===== config.mk =====
export PLATFORM = sky130hd
export DESIGN_NAME = peripheral_uart_tfifo_wb
export DESIGN_NICKNAME = d
export VERILOG_FILES = /design/src/rtl/peripheral_uart_tfifo_wb.sv
export SDC_FILE = /design/constraint.sdc
export NUM_CORES = 1
export LEC_CHECK = 0
export ABC_AREA = 1
export BUFFER_PORTS_ARGS = -buffer_cell sky130_fd_sc_hd__buf_2
export CAP_MARGIN = 20
export CELL_PAD_IN_SITES_DETAIL_PLACEMENT = 1
export CELL_PAD_IN_SITES_GLOBAL_PLACEMENT = 2
export CORE_MARGIN = 8
export CORE_UTILIZATION = 41
export DETAILED_ROUTE_END_ITERATION = 10
export HOLD_SLACK_MARGIN = 0.05
export PLACE_DENSITY_LB_ADDON = 0.1
export SLEW_MARGIN = 20
export SYNTH_ARGS = -nofsm -noshare
export SYNTH_HDL_FRONTEND = slang
export SYNTH_SLANG_ARGS = --single-unit

===== constraint.sdc =====
create_clock -name clk -period 2 [get_ports clk]
set_input_delay 0.2 -clock clk [delete_from_list [all_inputs] [get_ports clk]]
set_output_delay 0.2 -clock clk [all_outputs]
set_load 0.01 [all_outputs]

===== src/rtl/peripheral_uart_tfifo_wb.sv =====
// Transmit FIFO controller for the WishBone UART: pointers, occupancy and
// overflow status around a dual-port RAM with an asynchronous read port.

module peripheral_raminfr_wb #(
  parameter int ADDR_WIDTH = 4,
  parameter int DATA_WIDTH = 8,
  parameter int DEPTH      = 16
) (
  input  logic                  clk,
  input  logic                  we,
  input  logic [ADDR_WIDTH-1:0] a,
  input  logic [ADDR_WIDTH-1:0] dpra,
  input  logic [DATA_WIDTH-1:0] di,
  output logic [DATA_WIDTH-1:0] dpo
);

  logic [DATA_WIDTH-1:0] ram [DEPTH];

  always_ff @(posedge clk) begin
    if (we)
      ram[a] <= di;
  end

  // Asynchronous read lets the head entry appear without a pipeline bubble.
  assign dpo = ram[dpra];

endmodule

module peripheral_uart_tfifo_wb #(
  parameter int ADDR_WIDTH  = 4,
  parameter int DATA_WIDTH  = 8,
  parameter int DEPTH       = 16,
  parameter int COUNT_WIDTH = 5
) (
  input  logic                   clk,
  input  logic                   rst_n,
  input  logic [DATA_WIDTH-1:0]  data_in,
  input  logic                   push,
  input  logic                   pop,
  input  logic                   fifo_reset,
  input  logic                   reset_status,
  output logic [DATA_WIDTH-1:0]  data_out,
  output logic [COUNT_WIDTH-1:0] count,
  output logic                   empty,
  output logic                   full,
  output logic                   overflow
);

  logic [ADDR_WIDTH-1:0] top;
  logic [ADDR_WIDTH-1:0] bottom;
  logic [DATA_WIDTH-1:0] ramData;
  logic                  writeEn;
  logic                  dropPush;

  assign empty = (count == '0);
  assign full  = (count == COUNT_WIDTH'(DEPTH));

  // A push is accepted unless flushing, or full without a matching pop.
  assign writeEn  = push && !fifo_reset && (pop || !full);
  assign dropPush = push && !pop && full && !fifo_reset;

  peripheral_raminfr_wb #(
    .ADDR_WIDTH (ADDR_WIDTH),
    .DATA_WIDTH (DATA_WIDTH),
    .DEPTH      (DEPTH)
  ) u_ram (
    .clk  (clk),
    .we   (writeEn),
    .a    (top),
    .dpra (bottom),
    .di   (data_in),
    .dpo  (ramData)
  );

  assign data_out = empty ? '0 : ramData;

  // Pointer/count update; a push+pop on an empty FIFO behaves as a push only.
  always_ff @(posedge clk or negedge rst_n) begin
    if (!rst_n) begin
      top    <= '0;
      bottom <= '0;
      count  <= '0;
    end else if (fifo_reset) begin
      top    <= '0;
      bottom <= '0;
      count  <= '0;
    end else if (push && pop) begin
      top <= top + ADDR_WIDTH'(1);
      if (empty)
        count <= COUNT_WIDTH'(1);
      else
        bottom <= bottom + ADDR_WIDTH'(1);
    end else if (push) begin
      if (!full) begin
        top   <= top + ADDR_WIDTH'(1);
        count <= count + COUNT_WIDTH'(1);
      end
    end else if (pop) begin
      if (!empty) begin
        bottom <= bottom + ADDR_WIDTH'(1);
        count  <= count - COUNT_WIDTH'(1);
      end
    end
  end

  // Sticky overflow; a dropped push outranks a same-cycle clear.
  always_ff @(posedge clk or negedge rst_n) begin
    if (!rst_n)
      overflow <= 1'b0;
    else if (dropPush)
      overflow <= 1'b1;
    else if (reset_status)
      overflow <= 1'b0;
  end

endmodule

## After elaboration in Yosys (flattened, before gate mapping)

Memory sizes are Yosys's and may differ from the RTL's.
Index checks and enable logic that the tools add are counted.
Widths: inputs -> output; s select.

- Register bits: 14
- Logic and storage cells: 54
- Bits in writable memories: 128
- Memories: 1

Memories:

| memory | depth | bits a word | rd ports | clocked after Yosys merged registers in | wr ports | line | RTL |
|---|---|---|---|---|---|---|---|
| u_ram.ram | 16 | 8 | 1 | 0 | 1 | 17 | `logic [DATA_WIDTH-1:0] ram [DEPTH];` |

- Reductions and logical operators: 18
- Add/sub/neg operators: 4
- Mux-type cells: 21
- Equality and inequality tests: 6

Operator list:

| cell | count |
|---|---|
| $mux 4 | 9 |
| $mux 5 | 7 |
| $add 4x1->4 const B | 2 |
| $mux 8 | 1 |
| $ne 4x3->1 const B | 2 |
| $logic_and 1x1->1 | 6 |
| $reduce_bool 3->1 | 2 |
| $add 5x1->5 const B | 1 |
| $eq 5x5->1 const B | 1 |
| $logic_not 5->1 | 1 |
| $sub 5x1->5 const B | 1 |
| $mux 1 | 4 |
| $reduce_and 2->1 | 2 |
| $reduce_and 4->1 | 1 |
| $reduce_bool 4->1 | 1 |
| $logic_not 1->1 | 3 |
| $ne 3x1->1 const B | 1 |
| $ne 3x2->1 const B | 1 |
| $ne 3x3->1 const B | 1 |
| $reduce_bool 2->1 | 1 |
| $logic_or 1x1->1 | 1 |

## Depth between registers and ports, before layout

Gate-level depths: netlist of run 1.

- Depth after elaboration: 6
- Mapped depth: 9
- Depth with buffers taken out: 8

## Cells and area by module

A second synthesis of run 1 with hierarchy kept.

- Cells, all modules: 677
- Area, all modules: 6610.1 um^2

Modules (own cells, without submodules):

| module | instances | sequential area each (um^2) | area each (um^2) | cells an instance |
|---|---|---|---|---|
| peripheral_raminfr_wb | 1 | 3843.7 | 5606.6 | 543 |
| peripheral_uart_tfifo_wb | 1 | 350.3 | 1003.5 | 134 |

## Worst setup path before layout of run 1

No wires, ideal clock.

- Path kind: register -> register
- From: reg count[0]
- To: mem u_ram.ram[0][0] (enable)
- Path slack: 199 ps
- Cell stages (with the launch flop): 7
- Data required time: 1630 ps
- Arrival: 1431 ps
- Library setup time: 370 ps
- Buffers on the path: 0
- Period minus slack after synthesis: 1801 ps
- Path through: dfrtp_1 -> nor2_2 -> nand3_2 -> inv_2 -> a21oi_4 -> nand2_4 -> nor2_1

- Longest elaborated chain between the ends: 6

Ends and longest elaborated chain:

| element | line | RTL |
|---|---|---|
| start, declared | 43 | `output logic [COUNT_WIDTH-1:0] count,` |
| start signal, assigned | 96 | `count <= count + COUNT_WIDTH'(1);` |
| start signal, assigned | 101 | `count <= count - COUNT_WIDTH'(1);` |
| $eq 5x5->1 | 56 | `assign full = (count == COUNT_WIDTH'(DEPTH));` |
| via full | 45 | `output logic full,` |
| $logic_not 1->1 | n/a |  |
| $logic_or 1x1->1 | 59 | `assign writeEn = push && !fifo_reset && (pop \|\| !full);` |
| $logic_and 1x1->1 | 59 |  |
| $mux 1 | 20 | `if (we)` |
| $mux 1 (not written as such) | 21 | `ram[a] <= di;` |
| end, declared | 17 |  |

The timed path passes the listed nets, and every way through them passes these cells.

## Worst setup path after layout of run 1

- From: reg bottom[0]
- To: out data_out[7]

- Longest elaborated chain between the ends: 2

Ends and longest elaborated chain:

| element | line | RTL |
|---|---|---|
| start, declared | 50 | `logic [ADDR_WIDTH-1:0] bottom;` |
| start signal, assigned | 92 | `bottom <= bottom + ADDR_WIDTH'(1);` |
| start signal, assigned | 100 | `bottom <= bottom + ADDR_WIDTH'(1);` |
| $mem_v2 16x8 | n/a |  |
| $mux 8 | 75 | `assign data_out = empty ? '0 : ramData;` |
| end, declared | 42 | `output logic [DATA_WIDTH-1:0] data_out,` |

No other way between the ends.

==> results.txt, run 1 <==
The peak supply drop is 0.6227 mV. The number of warnings issued by yosys is 0. Global routing used 19.36% of the available tracks across all layers. The critical path's largest stage delay is 0.46 ns. CTS placed an instance of sky130_fd_sc_hd__clkbuf_16 at the clock tree root. The number of cells on the worst reg-to-reg path is 7.

The number of nets in the synthesized netlist came out at 607. The slowest stage of the critical path belongs to the cell sky130_fd_sc_hd__dfrtp_2. Summed over all cells, the static leakage comes to 3.333 nW.

The transition at the pin with the smallest max-transition slack came out at 0.5042 ns. The number of global-route vias before repair came out at 4,870. After detailed routing, the average wire length per cell comes to 21.03 µm. The first-pass GRT wire length came out at 28.46 mm. The final reports fail on setup timing. The clock net in this run drives a total of 142 sinks. The number of buffers added on ports is 29. The clock arrives with 0.006538 ns of skew. In the finished design, the share of the clock period the worst path needs comes to 103.9%. STA classifies the critical path startpoint as a register. The average via count per standard cell came out at 5.282. For the worst-skew pair, the clock arrives at the later sink with an insertion delay of 0.42 ns. Counting stages on the worst path, the most repeated cell is sky130_fd_sc_hd__nand2_1. In this run the worst path has a maximum fanout of 10. Counting instances, the worst hold path has a depth of 4.

For this design the ratio of total power to cell area is 1152 mW/mm². The leading cell type in the layout, fill and taps excluded is sky130_fd_sc_hd__nand2_1. The min-delay analysis places its worst path in the category input pin to register. TritonCTS built the clock tree. The layout has 1,568 filler cells. The highest attainable clock frequency is 0.4813 GHz.

The post-synthesis instance total is 584. The final layout contains 678 nets. The netlist uses 29 different library cells. The number of rows in the core area came out at 45. The required time of the worst setup path is 1.80 ns.

The total I/O pin count is 30. The number of antenna violations at the first check in global routing is 0. The tool flagged a number of max-cap violations equal to 0. Summing over every cut layer, the via total after detailed routing is 4,521. The minimum setup slack in the final design came out at -0.07752 ns. The half-perimeter wire length after detailed placement came out at 11.46 mm. The synthesized netlist occupies a cell area of 0.006226 mm².

The hold path endpoint is count[0]. Entering global routing, the biggest net connects 22 pins. For this run, the detailed router's first-pass iteration total came to 4. The post-route netlist has 35.78% of its cells at a drive strength greater than 1. The residual antenna-violating net count after detailed routing came out at 0. The floorplan core area came out at 0.01503 mm². The die boundary width came out at 139.2 µm.

The hold slack came out at 0.1684 ns. The final critical delay including setup and external delays came out at 2.078 ns. The clock slew at the register clock pins of the worst setup and hold paths is 0.06 ns. The finished layout holds 856 standard cells, fillers aside. The die covers 0.01939 mm². On the critical path the largest part of the delay comes from flip-flops. The post-synthesis to final-layout area growth came out at 30.65%. The global-route congestion overflow total is 0. The cell count after placement is 807. For this run, design rule violations remaining after detail routing come to 0. TritonCTS created 17 clock buffers. Setup violations remaining at the end of the flow were counted as 8. The aggregate negative setup slack is -0.4403 ns. The floorplan die height is 139.2 µm. The effective utilization at floorplan is 41.41%. The worst register-to-register path has a setup slack of 0.15 ns. In this run the mean area of a mapped cell was 10.66 µm².

The number of DRC violations after detailed-routing iteration 0 came out at 230. In this run the most critical hold path is launched from fifo_reset. The H-tree depth came out at 4. The total wire length is 18.00 mm. 0 antenna diodes ended up in the layout. The worst setup path is captured at an output port. The final weighted congestion in routability-driven placement came out at 0.7970. The worst register-to-register path begins at count[0]. Traced cell by cell, the critical path runs through buf_6, clkbuf_16, nand2_1, nand2_1, a21oi_2, nand3_2, nand2_2, nor2_1, buf_2. The critical path in this run is classified as register to output port.

The count of pins over their slew limit came out at 0. The sequential element share of the synthesized area is 67.36%. The worst relative slew slack is 66.39%. The endpoint of the lowest-slack register-to-register path is u_ram.ram[0][0].

The flip-flop and latch count after synthesis came out at 142. The utilization of the core after routing is 54.11%. The number of failing hold endpoints at the final stage came out at 0. The number of buffer and inverter instances along the worst setup path is 3. The run finished, with violations left. The arrival time reported for the critical path endpoint came out at 1.88 ns. The maximum buffer depth of the clock tree is 2.

Leaving out fill and tap cells, the most frequent cells in the layout are sky130_fd_sc_hd__nand2_1 (182), sky130_fd_sc_hd__edfxtp_1 (128), sky130_fd_sc_hd__nand2_2 (45). Setup repair after global routing could not meet its margin everywhere.
## state kept, by name, indices dropped and copies added, names as in the netlist
| signal | cells |
|---|---|
| u_ram.ram | 128 |
| count | 5 |
| bottom | 4 |
| top | 4 |
| overflow | 1 |
## metal layers
| metal | vias to the layer above | track usage, % | part of all wire (%) |
|---|---|---|---|
| met5 | - | 0 | 0 |
| met4 | 0 | 6.875 | 1.3 |
| met3 | 18 | 3.488 | 3.7 |
| li1 | 2133 | - | - |
| met1 | 2284 | 24.41 | 44 |
| met2 | 86 | 32.80 | 51 |
## kinds of logic (layout without fill, tap and decap cells)
family / count (synthesis) / after routing / share of synthesized area [%]
DFF: 142 / 142 / 67.36
xor gates and xnor gates: 1 / 1 / 0.1407
adders and majority gates: 9 / 9 / 1.929
buffers and inverters: 43 / 127 / 3.457
AOI/OAI and AO/OA: 39 / 39 / 3.336
and+or+nand+nor: 350 / 350 / 23.77
## repair_timing
action,4_1_cts,5_1_grt
endpoints found under the hold margin,15,0
hold buffers,2,0
setup endpoints to repair,8,8
pin swaps,19,27
resized for setup,73,82
gates cloned,5,2
setup buffers,11,2
## Yosys cell counts (all sizes together)
cell	count	area share, %
nand2	235	15
edfxtp	128	62
nand3	55	4.7
nor2	44	3.0
a21oi	30	2.6
inv	19	1.1
buf	17	1.9
dfrtp	14	5.6
nor3	9	0.72
ha	8	1.6
o21ai	8	0.64
clkbuf	5	0.30
nand4	5	0.50
clkinv	2	0.12
fa	1	0.32
nor3b	1	0.12
o22ai	1	0.10
or2	1	0.10
xor2	1	0.14
## worst min-delay path, stage by stage
cell                      delay (ns)
sky130_fd_sc_hd__buf_2          0.15
sky130_fd_sc_hd__a21oi_1        0.06
sky130_fd_sc_hd__nand4_1        0.08
sky130_fd_sc_hd__nand2_1        0.06
## stage by stage
stage,power (W),setup WS [ns],area (µm²)
finish,0.009370,-0.07752,8134
global route,0.009785,-0.1363,8134
CTS,0.009210,-0.1017,7838
detailed placement,0.005424,0.1648,6706
global placement,0.005400,0.2185,6706
floorplan,0.004682,0.1992,6226
## area by class of cell
class / count / area (µm²) / area share, %
Inverter: 21 / 93.84 / 1.154
Timing Repair Buffer: 74 / 716.9 / 8.814
Sequential cell: 142 / 4198 / 51.61
Multi-Input combinational cell: 399 / 2291 / 28.16
Clock inverter: 13 / 156.4 / 1.923
Tap cell: 188 / 235.2 / 2.892
Clock buffer: 19 / 442.9 / 5.445
## worst max path at each step
| stage | start | to | slack (ns) | cells after the start |
|---|---|---|---|---|
| after floorplan | count[0] | u_ram.ram[0][0] | 0.20 | 6 |
| after global placement | bottom[0] | data_out[3] | 0.22 | 9 |
| after detailed placement | bottom[0] | data_out[3] | 0.16 | 9 |
| after CTS | bottom[0] | data_out[3] | -0.10 | 9 |
| after global routing | bottom[0] | data_out[3] | -0.14 | 10 |
| final | bottom[0] | data_out[7] | -0.08 | 9 |
## where the power goes
group,internal [W],switching [W]
Sequential,0.00333,0.000119
Combinational,0.00110,0.00164
Clock,0.00190,0.00129
Total,0.00632,0.00305
(Power assumes the default switching activity.)
==> run 2: changes to the inputs <==
--- a/config.mk
+++ b/config.mk
@@ -7,3 +7,2 @@
 export LEC_CHECK = 0
-export ABC_AREA = 1
 export BUFFER_PORTS_ARGS = -buffer_cell sky130_fd_sc_hd__buf_2
@@ -13,3 +12,3 @@
 export CORE_MARGIN = 8
-export CORE_UTILIZATION = 41
+export CORE_UTILIZATION = 42
 export DETAILED_ROUTE_END_ITERATION = 10
==> constraint.sdc (replaced) <==
create_clock -name clk -period 1.7 [get_ports clk]
set_input_delay 0.085 -clock clk [delete_from_list [all_inputs] [get_ports clk]]
set_output_delay 0.085 -clock clk [all_outputs]
set_load 0.01 [all_outputs]
==> run 2 against run 1 <==
The run still ends with setup timing left. Sequential share of layout area rose by 0.89 points. Hold slack got worse by 0.094 ns. Via count fell by 29%. Global-route usage fell by 2.7 points. Utilization rose by 4.0 points. Wire length fell by 22%. Critical endpoint is now data_out[6]. Clock skew barely moved. Setup slack got worse by 0.42 ns. Cell count fell by 28%. Synthesized cell count fell by 46%. Count of clock-buffer cells in the layout fell by 1. Highest routed layer unchanged.
==> results.txt, run 2 <==
The total wire length came out at 13.98 mm. In the post-route analysis, the smallest setup slack over all paths is -0.5003 ns. The first-pass GRT wire length came out at 21.90 mm.

The total power divided by cell area is 1440 mW/mm². Between clock sinks in the finished design, the worst skew comes to 0.006107 ns. The die area came out at 0.01802 mm². The final reports fail on setup timing. The number of fill cells came out at 1,246. The maximum fanout count along the critical path came out at 6. The sequential element share of the synthesized area is 71.43%. The number of buffers added on ports is 29. The number of global-route vias before repair is 3,676.

The sequential standard cell area is 0.004200 mm². The fraction of registers with async set/reset came out at 9.859%. The setup path with the least slack is of type register to output port. The clock slew at the register clock pins of the worst setup and hold paths is 0.06 ns. The library cells used most frequently in the layout, excluding fill and tap cells, are sky130_fd_sc_hd__edfxtp_1 (128), sky130_fd_sc_hd__mux4_2 (32), sky130_fd_sc_hd__buf_4 (31). The summed instance area of the synthesized netlist is 0.005872 mm². The worst setup path is captured at an output port. The maximum buffer depth of the clock tree came out at 2.

The number of failing hold endpoints at the final stage was 0. The mean routed wirelength per cell is 22.81 µm. STA classifies the critical path startpoint as a register. The number of detailed-route iterations in the first pass came out at 4. The pin count of the biggest net entering global routing came out at 29. Across every metal layer, demand over resource in global routing totals 16.64%. The most used flip-flop cell after synthesis is sky130_fd_sc_hd__edfxtp_1. The average via count per standard cell came out at 5.268. The type of the most critical hold path is input pin to register.

Measured against its own limit, the worst slew margin works out to 71.72%. The run finished, with violations left. The total number of clock tree sinks came out at 142. The clock tree synthesis step divided the H-tree into 4 levels.

TritonCTS built the clock tree. Of the available clock period, the critical path in the final layout requires 129.4%. Ranked by flip-flop count, first place goes to u_ram.ram.

The synthesized design spends more area on one cell type than any other, namely sky130_fd_sc_hd__edfxtp_1. The largest registers in the layout are u_ram.ram: 128 flops, count: 5 flops. The highest attainable clock frequency came out at 0.4545 GHz.

The arrival time reported for the critical path endpoint is 2.12 ns. For this run, the share of the core covered by cells in the final layout is 58.09%. The peak supply drop came out at 0.7509 mV. The total area inside the core boundary comes to 0.01377 mm². The layout cell share with drive strength beyond 1 came out at 49.88%. The number of DRC violations after detailed-routing iteration 0 came out at 193.

The hold slack came out at 0.07491 ns. From synthesis to final layout, the design area changed by 36.25%. Measured along the y axis, the die boundary spans 134.2 µm. The die boundary width is 134.2 µm.

The number of clock buffers inserted by TritonCTS is 17. At the worst endpoint, the required time is 1.62 ns. The total via count after detailed routing is 3,229. The area of the multi-input gates came out at 0.001976 mm². The transition at the pin with the smallest max-transition slack came out at 0.4241 ns. The post-detailed-route DRC marker count came out at 0. The number of warnings issued by yosys is 0. The half-perimeter wire length after detailed placement came out at 9.335 mm. Yosys attributes the largest share of cell area to sky130_fd_sc_hd__edfxtp_1 (65%), sky130_fd_sc_hd__mux4_2 (12%), sky130_fd_sc_hd__dfrtp_1 (6.0%). The floorplan has 43 rows. Counting flops and latches in the post-synthesis netlist gives 142. The antenna cell count is 0. The count of pins over their slew limit was 0. The per-instance average area after synthesis is 18.52 µm². The register with the most flip-flops in the layout has 128 of them.

Synthesis instantiated 37 different standard cells from the library. The global-route congestion overflow total came out at 0. The library cell used most frequently in the layout, excluding fill and tap cells, is sky130_fd_sc_hd__edfxtp_1. The final critical delay including setup and external delays came out at 2.200 ns. The tool flagged a number of max-cap violations equal to 0.

The final weighted congestion in routability-driven placement is 0.7423. The cell with the most instances after synthesis is sky130_fd_sc_hd__edfxtp_1. The number of flops mapped to enable cells by yosys came out at 128. The placed cell area is 0.006905 mm². The post-route cell area came out at 0.008000 mm².

The number of nets in the synthesized netlist came out at 340. In the synthesized netlist, the cells that appear most often are sky130_fd_sc_hd__edfxtp_1 (128), sky130_fd_sc_hd__mux4_2 (32), sky130_fd_sc_hd__nor2_1 (24), sky130_fd_sc_hd__mux2i_1 (17), sky130_fd_sc_hd__dfrtp_1 (14). Summed over all cells, the static leakage comes to 2.731 nW. The area share of the largest cell type after synthesis came out at 65.46%. The effective utilization at floorplan is 42.63%. The net count of the finished layout is 443.

The residual antenna-violating net count after detailed routing is 0. The clock latency at the later pin of the worst-skew pair came out at 0.41 ns. The final setup violation count is 143. The number of antenna violations at the first check in global routing is 0. The root buffer cell chosen for the clock tree is sky130_fd_sc_hd__clkbuf_16. The post-synthesis instance total came out at 317. Setup repair after global routing could not meet its margin everywhere.

30 I/O pins were placed.
[run 2: cells by family (layout without fill, tap and decap cells)]
kind of cell | count (synthesis) | count (layout) | share of synthesized area (%)
mux | 53 | 53 | 15.94
fa+ha+maj | 9 | 9 | 2.046
simple gates | 61 | 61 | 5.221
flops | 142 | 142 | 71.43
compound gates | 22 | 22 | 2.493
buf+inv | 22 | 138 | 1.683
xor+xnor | 8 | 8 | 1.193
[run 2: worst max-delay path: stages, from the launching register on]
cell and delay (ns):
sky130_fd_sc_hd__dfrtp_2 0.38, sky130_fd_sc_hd__buf_12 0.14, sky130_fd_sc_hd__buf_6 0.12, sky130_fd_sc_hd__mux4_2 0.52, sky130_fd_sc_hd__mux2i_2 0.19, sky130_fd_sc_hd__buf_4 0.16
sky130_fd_sc_hd__o22ai_4 0.07, sky130_fd_sc_hd__buf_6 0.13
[run 2: stage by stage]
stage | total power (W) | setup WS, ns | std cells | setup TNS [ns]
floorplan | 0.005783 | -0.1495 | 317 | -10.50
global placement | 0.006948 | -0.1270 | 563 | -8.062
detailed placement | 0.006982 | -0.1548 | 563 | -10.33
CTS | 0.01126 | -0.5202 | 609 | -7.414
global route | 0.01202 | -0.6091 | 613 | -30.76
finish | 0.01152 | -0.5003 | 613 | -19.40
[run 2: area by class of cell]
cell class              count  area share, %
clock inverters            14          1.799
repair buffers            100          12.54
inverters                   6         0.2815
clock buffers              18          5.364
well taps                 180          2.815
multi-input cells         153          24.69
flip-flops and latches    142          52.50
[run 2: metal layers]
metal  global-route usage [%]  part of all wire [%]  vias to the layer above
met5                        0                     0                        -
met4                    5.677                   1.2                        0
met3                    4.787                   3.8                       13
met2                    27.62                    51                       68
met1                    20.38                    44                     1681
li1                         -                     -                     1467
[run 2: final timing paths]
path | to | startpoint | slack, ns | depth (start not counted)
setup / recovery | data_out[6] | bottom[0] | -0.50 | 7
hold / removal | u_ram.ram[4][3] | data_in[3] | 0.07 | 1
setup reg to reg | count[4] | count[1] | -0.23 | 7
hold reg to reg | overflow | overflow | 0.55 | 2
max in group asynchronous | bottom[0] | rst_n | 1.30 | 2
min in group asynchronous | count[1] | rst_n | 0.11 | 2
[run 2: timing repair]
item,in CTS,in global routing
setup endpoints to repair,137,144
buffers inserted,14,8
gates resized for setup,54,21
hold endpoints to repair,28,0
gates cloned,1,0
hold buffers,3,0
pin swaps,16,17
[run 2: report_power, final]
| part | internal (W) | leakage, nW | switching [W] |
|---|---|---|---|
| registers | 0.00392 | 1.34 | 0.0000873 |
| logic | 0.00221 | 1.11 | 0.00174 |
| clock network | 0.00216 | 0.283 | 0.00141 |
